===== config.mk =====
export PLATFORM = sky130hd
export DESIGN_NAME = router_output_allocator
export DESIGN_NICKNAME = d
export VERILOG_FILES = /design/src/rtl/router_output_allocator.sv
export SDC_FILE = /design/constraint.sdc
export NUM_CORES = 1
export LEC_CHECK = 0
export BUFFER_PORTS_ARGS = -buffer_cell sky130_fd_sc_hd__clkbuf_2
export CORE_MARGIN = 5
export CORE_UTILIZATION = 61
export DETAILED_ROUTE_END_ITERATION = 16
export PLACE_DENSITY = 0.83
export SETUP_SLACK_MARGIN = 0.02
export SLEW_MARGIN = 20
export SYNTH_ARGS = -nofsm -noshare
export SYNTH_HDL_FRONTEND = slang
export SYNTH_SLANG_ARGS = --single-unit

===== constraint.sdc =====
create_clock -name clk_noc -period 9 [get_ports clk_noc]
set_clock_uncertainty 0.05 [all_clocks]
set_input_delay 2.25 -clock clk_noc [delete_from_list [all_inputs] [get_ports clk_noc]]
set_output_delay 2.25 -clock clk_noc [all_outputs]
set_load 0.05 [all_outputs]

===== src/rtl/router_output_allocator.sv =====
// Per-output-port switch allocator: round-robin arbitration, wormhole lock
// from head to tail flit, and downstream credit tracking.
module router_output_allocator #(
    parameter int NUM_INPUTS        = 5,
    parameter int FLIT_BUFFER_DEPTH = 1,
    parameter int CREDIT_WIDTH      = $clog2(FLIT_BUFFER_DEPTH + 1),
    parameter int IDX_WIDTH         = (NUM_INPUTS > 1) ? $clog2(NUM_INPUTS) : 1
) (
    input  logic                    clk_noc,
    input  logic                    rst_n,
    input  logic [NUM_INPUTS-1:0]   req,
    input  logic [NUM_INPUTS-1:0]   is_tail_in,
    input  logic [NUM_INPUTS-1:0]   disable_in,
    input  logic                    credit_in,
    output logic [NUM_INPUTS-1:0]   grant,
    output logic [IDX_WIDTH-1:0]    grant_idx,
    output logic                    send_out,
    output logic                    is_tail_out,
    output logic                    locked,
    output logic [CREDIT_WIDTH-1:0] credit_count,
    output logic                    err_credit_overflow
);

    typedef enum logic {
        ST_IDLE   = 1'b0,
        ST_LOCKED = 1'b1
    } state_t;

    localparam logic [IDX_WIDTH-1:0]    LAST_IDX   = IDX_WIDTH'(NUM_INPUTS - 1);
    localparam logic [CREDIT_WIDTH-1:0] MAX_CREDIT = CREDIT_WIDTH'(FLIT_BUFFER_DEPTH);

    state_t                  r_state, w_state_nxt;
    logic [IDX_WIDTH-1:0]    r_rr_ptr, w_rr_ptr_nxt;
    logic [IDX_WIDTH-1:0]    r_owner, w_owner_nxt;
    logic [CREDIT_WIDTH-1:0] r_credit, w_credit_nxt;
    logic                    r_err, w_err_nxt;

    logic [NUM_INPUTS-1:0]   w_eligible;
    logic                    w_has_credit;
    logic                    w_found;
    logic [IDX_WIDTH-1:0]    w_winner;
    logic [IDX_WIDTH-1:0]    w_scan;

    function automatic logic [IDX_WIDTH-1:0] wrap_inc(input logic [IDX_WIDTH-1:0] idx);
        return (idx == LAST_IDX) ? '0 : idx + IDX_WIDTH'(1);
    endfunction

    assign w_eligible   = req & ~disable_in;
    assign w_has_credit = (r_credit != '0);

    // First eligible input at or after the round-robin pointer, wrapping.
    always_comb begin
        w_found  = 1'b0;
        w_winner = '0;
        w_scan   = r_rr_ptr;
        for (int k = 0; k < NUM_INPUTS; k++) begin
            if (!w_found && w_eligible[w_scan]) begin
                w_found  = 1'b1;
                w_winner = w_scan;
            end
            w_scan = wrap_inc(w_scan);
        end
    end

    always_comb begin
        w_state_nxt  = r_state;
        w_rr_ptr_nxt = r_rr_ptr;
        w_owner_nxt  = r_owner;
        grant        = '0;
        grant_idx    = '0;
        send_out     = 1'b0;
        is_tail_out  = 1'b0;
        // Outputs are held quiet while reset is asserted, even with requests pending.
        if (rst_n) begin
            case (r_state)
                ST_IDLE: begin
                    if (w_has_credit && w_found) begin
                        grant[w_winner] = 1'b1;
                        grant_idx       = w_winner;
                        send_out        = 1'b1;
                        is_tail_out     = is_tail_in[w_winner];
                        if (is_tail_in[w_winner]) begin
                            w_rr_ptr_nxt = wrap_inc(w_winner);
                        end else begin
                            w_state_nxt = ST_LOCKED;
                            w_owner_nxt = w_winner;
                        end
                    end
                end
                ST_LOCKED: begin
                    // The owner keeps the port mid-packet regardless of disable_in.
                    if (w_has_credit && req[r_owner]) begin
                        grant[r_owner] = 1'b1;
                        grant_idx      = r_owner;
                        send_out       = 1'b1;
                        is_tail_out    = is_tail_in[r_owner];
                        if (is_tail_in[r_owner]) begin
                            w_state_nxt  = ST_IDLE;
                            w_rr_ptr_nxt = wrap_inc(r_owner);
                        end
                    end
                end
                default: w_state_nxt = ST_IDLE;
            endcase
        end
    end

    always_comb begin
        w_credit_nxt = r_credit;
        w_err_nxt    = r_err;
        if (credit_in && !send_out) begin
            if (r_credit == MAX_CREDIT) begin
                w_err_nxt = 1'b1;
            end else begin
                w_credit_nxt = r_credit + CREDIT_WIDTH'(1);
            end
        end else if (!credit_in && send_out) begin
            w_credit_nxt = r_credit - CREDIT_WIDTH'(1);
        end
    end

    always_ff @(posedge clk_noc or negedge rst_n) begin
        if (!rst_n) begin
            r_state  <= ST_IDLE;
            r_rr_ptr <= '0;
            r_owner  <= '0;
            r_credit <= MAX_CREDIT;
            r_err    <= 1'b0;
        end else begin
            r_state  <= w_state_nxt;
            r_rr_ptr <= w_rr_ptr_nxt;
            r_owner  <= w_owner_nxt;
            r_credit <= w_credit_nxt;
            r_err    <= w_err_nxt;
        end
    end

    assign locked              = (r_state == ST_LOCKED);
    assign credit_count        = r_credit;
    assign err_credit_overflow = r_err;

endmodule

After elaboration in Yosys (flattened, before gate mapping)
Cells that the tools add are included.
{ "totals": {"register_bits": 9, "in_bits": 18, "output_inout_bits": 13, "elab_cells": 121} }
{ "op_classes": {"addsub": 8, "magnitude_cmp": 9, "eq_ne": 10, "mux": 65, "bitwise_logic": 4, "reduce_logical": 20} }
{ "ops": {"columns": ["op", "count"], "rows": [
  ["3-bit 2-to-1 mux", 18],
  ["3-bit by 4-bit less-than comparator with 1-bit output (second input constant)", 7],
  ["1-bit 2-to-1 mux", 28],
  ["1-bit binary-select mux with 3-bit select", 8],
  ["3-bit by 1-bit adder with 3-bit output (second input constant)", 6],
  ["3-bit equality test (second input constant)", 6],
  ["5-bit 2-to-1 mux", 3],
  ["3-bit case mux with 2 select lines", 2],
  ["1-bit logical AND", 10],
  ["5-bit case mux with 2 select lines", 1],
  ["1-bit demux with 3-bit select", 2],
  ["3-bit by 1-bit >= comparator with 1-bit output (second input constant)", 2],
  ["1-bit zero test", 6],
  ["1-bit case mux with 2 select lines", 3],
  ["5-bit AND", 1],
  ["5-bit NOT", 1],
  ["5-bit AND reduction", 1],
  ["2-bit by 1-bit != test with 1-bit output (second input constant)", 2],
  ["2-bit != test (second input constant)", 2],
  ["4-bit AND reduction", 1],
  ["1-bit NOT", 2],
  ["2-bit AND reduction", 1],
  ["2-bit nonzero test", 1],
  ["1-bit adder (second input constant)", 1],
  ["1-bit subtractor (second input constant)", 1]
]} }

Depth between registers and ports, before layout
{ "depth": {"ltp_word": 24, "ltp_mapped": 22, "mapped_depth_nobuf": 20} }

Worst setup path after synthesis
No wires, ideal clock.
{ "synth_timing": {"path_kind": "input -> output", "start": "input disable_in[2]", "end": "output grant[0]", "arrival_time_ns": 5.151, "t_required_ns": 6.700, "slack_ns": 1.549, "path_stages": 7, "n_path_buf": 0, "cell_sequence": "or3b_2 -> a32oi_1 -> a21oi_1 -> a311oi_1 -> o21ai_0 -> o21a_1 -> nor3_1"} }
{ "synth_via": {"elab_chain_cells": 24, "word_cells_on_any_way": 39, "classes_between": "order compare: 2; mux: 25; bitwise: 2; reduce/logical: 10"} }
{ "synth_rtl": {"columns": ["item", "line", "source"], "rows": [
  ["from (decl)", "13", "input logic [NUM_INPUTS-1:0] disable_in,"],
  ["5-bit NOT (*)", "48", "assign w_eligible = req & ~disable_in;"],
  ["5-bit AND (*)", "48", null],
  ["1-bit binary-select mux with 3-bit select", "57", "if (!w_found && w_eligible[w_scan]) begin"],
  ["1-bit 2-to-1 mux (implied by the code)", "57", null],
  ["1-bit 2-to-1 mux", "57", null],
  ["1-bit zero test", "57", null],
  ["1-bit logical AND", "57", null],
  ["1-bit 2-to-1 mux", "57", null],
  ["(+9 left out)", null, null],
  ["net w_winner[0]", "41", "logic [IDX_WIDTH-1:0] w_winner;"],
  ["3-bit by 4-bit less-than comparator with 1-bit output (implied by the code) or 3-bit by 1-bit >= comparator with 1-bit output (tied branches)", "78", "grant[w_winner] = 1'b1;"],
  ["1-bit logical AND (implied by the code)", "78", null],
  ["1-bit 2-to-1 mux (implied by the code)", "78", null],
  ["1-bit demux with 3-bit select (*)", "78", null],
  ["5-bit 2-to-1 mux (*)", "77", "if (w_has_credit && w_found) begin"],
  ["5-bit case mux with 2 select lines (*)", "75", "case (r_state)"],
  ["5-bit 2-to-1 mux (*)", "74", "if (rst_n) begin"],
  ["to (decl)", "15", "output logic [NUM_INPUTS-1:0] grant,"]
]} }
Mark *: on every way through the listed nets, which the timed path passes. The rest lies on a longest branch. The select of a mux whose other input is x is not followed.

Final worst setup path
{ "layout_timing": {"start": "register r_rr_ptr[0]", "end": "output is_tail_out"} }
{ "layout_via": {"elab_chain_cells": 20, "word_cells_on_any_way": 46, "classes_between": "add/sub: 4; eq/ne: 4; mux: 29; reduce/logical: 9"} }
{ "layout_rtl": {"columns": ["item", "line", "source"], "rows": [
  ["from (decl)", "33", "logic [IDX_WIDTH-1:0] r_rr_ptr, w_rr_ptr_nxt;"],
  ["from (signal assigned)", "131", "r_rr_ptr <= w_rr_ptr_nxt;"],
  ["parallel branches: the longest is 14 deep, another holds 3-bit by 1-bit adder with 3-bit output", null, null],
  ["3-bit 2-to-1 mux (*)", "57", null],
  ["net w_winner[1]", "41", null],
  ["1-bit binary-select mux with 3-bit select (*)", "81", "is_tail_out = is_tail_in[w_winner];"],
  ["1-bit 2-to-1 mux (implied by the code) (*)", "81", null],
  ["1-bit 2-to-1 mux (*)", "77", null],
  ["1-bit case mux with 2 select lines (*)", "75", null],
  ["1-bit 2-to-1 mux (*)", "74", null],
  ["to (decl)", "18", "output logic is_tail_out,"]
]} }
Mark *: on every way through the listed nets, which the timed path passes. The select of a mux whose other input is x is not followed.

==> qor.csv <==
stage;metric;value;unit
hold_path;Hold Startpoint;err_credit_overflow;
final_layout;Total Nets Final;270;
detailed_routing;Antenna Violating Nets Remaining;0;
timing;Setup violations, final;0;
timing;Worst slew margin;62.3;%
yosys;Post-synth ARST share;100;%
die;I/O pins;31;
timing;Setup TNS Final;0;ps
hold_path;hold crit path type;reg -> reg;
final_layout;synthesis-to-layout area growth;10.8;%
critical_path;reg2reg path depth;20;
cts;CTS resizes;0;
yosys;synthesized area;1700;µm²
final_layout;layout cells sized above 1;24.7;%
critical_path;critical path data arrival time;5320;ps
critical_path;Crit Path Max Fanout;12;
detailed_routing;First-pass DRT Iterations;4;
job;total of max-cap violations;0;
grt;vias in the first global route;1705;
detailed_routing;DR vias/cell;6.52;
yosys;Post-synth EDFFs;0;
yosys;Mapped Cells;213;
grt;initial antenna violation count;0;
timing;Worst-Margin Slew;550;ps
placed_design;HPWL after DPL;3.61;mm
grt;pin count of the biggest net entering global routing;19;
detailed_routing;Routed WL per cell;16.5;µm
critical_path;WP buf/inv;4;
detailed_routing;detailed-route DRC error count;0;
yosys;Seq/Total Area, Yosys;13.3;%
timing;crit path time final;7620;ps
critical_path;reg2reg end;r_rr_ptr[2];
timing;max frequency;0.131;GHz
critical_path;endpoint class of the critical path;primary output;
placed_design;port bufs;30;
timing;post-route clock period utilization;84.7;%
yosys;yosys warns;0;
cts;Clock Pin Slew Worst Setup and Hold Paths;50;ps
placed_design;RePlAce Congestion;0.953;
hold_path;Hold Path Sink;err_credit_overflow;
cts;Hold Buf Count CTS;0;
die;Initial Utilization;62.8;%
yosys;Yosys reg bits;9;
yosys;synth unique cells;70;
cts;H-tree levels;1;
die;die footprint;3950;µm²
yosys;main area contributors after synthesis;dfrtp_1, ha_1, mux2i_1;
yosys;syn nets;243;
outcome;status;complete, no violations;
cts;CTS buffer count;3;
cts;CTS root buffer;clkbuf_4;
critical_path;flop2flop setup slack;3740;ps
detailed_routing;Via Count;1761;
critical_path;CP max-delay cell;dfrtp_1;
critical_path;CP required;6700;ps
hold_path;worst hold path depth;1;
yosys;Synth top area share;11.8;%
timing;RSZ-0062 raised after global routing;false;
detailed_routing;WL final;4.45;mm
cts;CTS tree;done;
grt;first-pass GRT wire length;7.66;mm
cts;Worst-Skew Late Latency;250;ps
critical_path;Startpoint Class;flop;
yosys;Syn Area/Cell;7.99;µm²
die;site row count;19;
cts;Clock Sinks;9;
critical_path;worst r2r src;r_rr_ptr[0];
cts;postcts setup bufs;0;
critical_path;CP max stage delay;610;ps
die;height of the chip;62.8;µm
timing;Hold Vio Cnt, Final;0;
final_layout;number of diodes;0;
die;Core ar.;2710;µm²
yosys;Synth area leader;dfrtp_1;
grt;gr usage total;22.9;%
critical_path;critical path cell sequence;inv_1 > ha_1 > inv_1 > ha_1 > o21ai_0 > a22oi_2 > ha_1 > inv_1 > o41ai_1 > o21ba_1 > or3b_2 > a211oi_1 > o211ai_2 > mux2i_2 > o211ai_2 > a31oi_4 > clkbuf_2;
grt;Remaining Overflow, GRT;0;
timing;Final Slew Violations;0;
cts;CTS max path bufs;2;
critical_path;cell family with most CP delay;compound AO/OA/AOI/OAI gates;
critical_path;Setup CP Type;reg -> out;
yosys;top_reg_cell synth;dfrtp_1;
die;DIE WIDTH;62.8;µm
detailed_routing;initial DRC count;126;
[flip-flops by register name, summed over array words and instances, names as in the netlist]
register / cells
locked: 1
err_credit_overflow: 1
r_rr_ptr: 3
credit_count: 1
r_owner: 3
[layout make-up]
type / instances / area [µm²]
Sequential cell: 9 / 226
Tap cell: 31 / 38.8
Multi-Input combinational cell: 182 / 1390
Fill cell: 242 / 823
Clock buffer: 4 / 26.3
Timing Repair Buffer: 30 / 150
Inverter: 14 / 52.6
[per-layer routing]
| layer | track usage (%) | part of all wire (%) | routed length [µm] | vias up |
|---|---|---|---|---|
| met3 | 1.44 | 4.8 | 212 | 10 |
| li1 | - | - | - | 867 |
| met2 | 38.0 | 47 | 2110 | 60 |
| met5 | 0 | 0 | 0 | - |
| met4 | 7.43 | 1.8 | 78 | 0 |
| met1 | 31.4 | 46 | 2050 | 824 |
[cells in the mapped netlist (all sizes together), types with 2 or more instances]
library cell and count:
a21o 3, mux2 3, dfrtp 8, nor2b 5, a21boi 2, clkbuf 7
ha 12, a21oi 13, and2 4, or2 2, nand4 2, o21a 3
nor3b 3, or4 2, mux2i 15, nor2 15, nand2 12, nand2b 10
inv 14, a211oi 5, or3 2, o21ai 10, a31oi 4, nand3 4
or3b 4, a221oi 2, nor3 9, and3b 2, a22oi 2, and3 5
o2111ai 2, o211ai 3
[through the flow]
step           worst slack (ps)  utilization, %  hold slack [ps]  area (µm²)  instances
3_3_place_gp               1680            68.7              407        1860        266
2_1_floorplan              1550               -              561        1700        213
4_1_cts                    1440            69.6              426        1890        270
3_5_place_dp               1680            68.7              413        1860        266
5_1_grt                     996            69.6              467        1890        270
6_report                   1380            69.6              420        1890        270
[cells by family (layout without fill, tap and decap cells)]
group           count (synthesis)  after routing  share of synthesized area (%)
simple gates                   88             88                           31.9
compound gates                 63             63                           28.5
buf+inv                        22             48                           4.92
mux                            19             19                           12.6
fa+ha+maj                      12             12                           8.82
flops                           9              9                           13.3
[cell usage in the layout, fill, tap and decap left out, types with 2 or more instances in the layout]
cell       netlist  routed
o21ai_0          8       8
and3_4           2       2
or3_1            2       2
or3b_2           3       3
a21boi_0         2       2
and2_1           4       4
a31oi_1          3       3
o2111ai_1        2       2
ha_1            12      12
clkbuf_2         1      30
o21a_1           3       3
a221oi_1         2       2
inv_1           14      14
clkbuf_4         0       3
nor2_1          15      15
nor3b_1          3       3
nand2b_1        10      10
nand2_1         12      12
a21o_1           2       2
or2_2            2       2
o21ai_1          2       2
or4_4            2       2
o211ai_2         2       2
mux2i_1         14      14
and3b_1          2       2
nand3_1          4       4
nor3_1           8       8
nor2b_1          5       5
a211oi_1         4       4
and3_1           3       3
dfrtp_1          8       8
a21oi_1         13      13
[worst max path at each step]
stage | startpoint | end | slack (ps) | cells after the start
after detailed placement | req[2] | is_tail_out | 1680 | 11
final | r_rr_ptr[0] | is_tail_out | 1380 | 17
after CTS | r_rr_ptr[0] | is_tail_out | 1440 | 17
after global placement | req[2] | is_tail_out | 1680 | 11
after floorplan | disable_in[2] | grant[0] | 1550 | 7
after global routing | r_rr_ptr[0] | is_tail_out | 1000 | 17
Power is left out: the tool's default activity adds up to more than one toggle a clock period on the data nets, which glitch-free logic cannot reach.
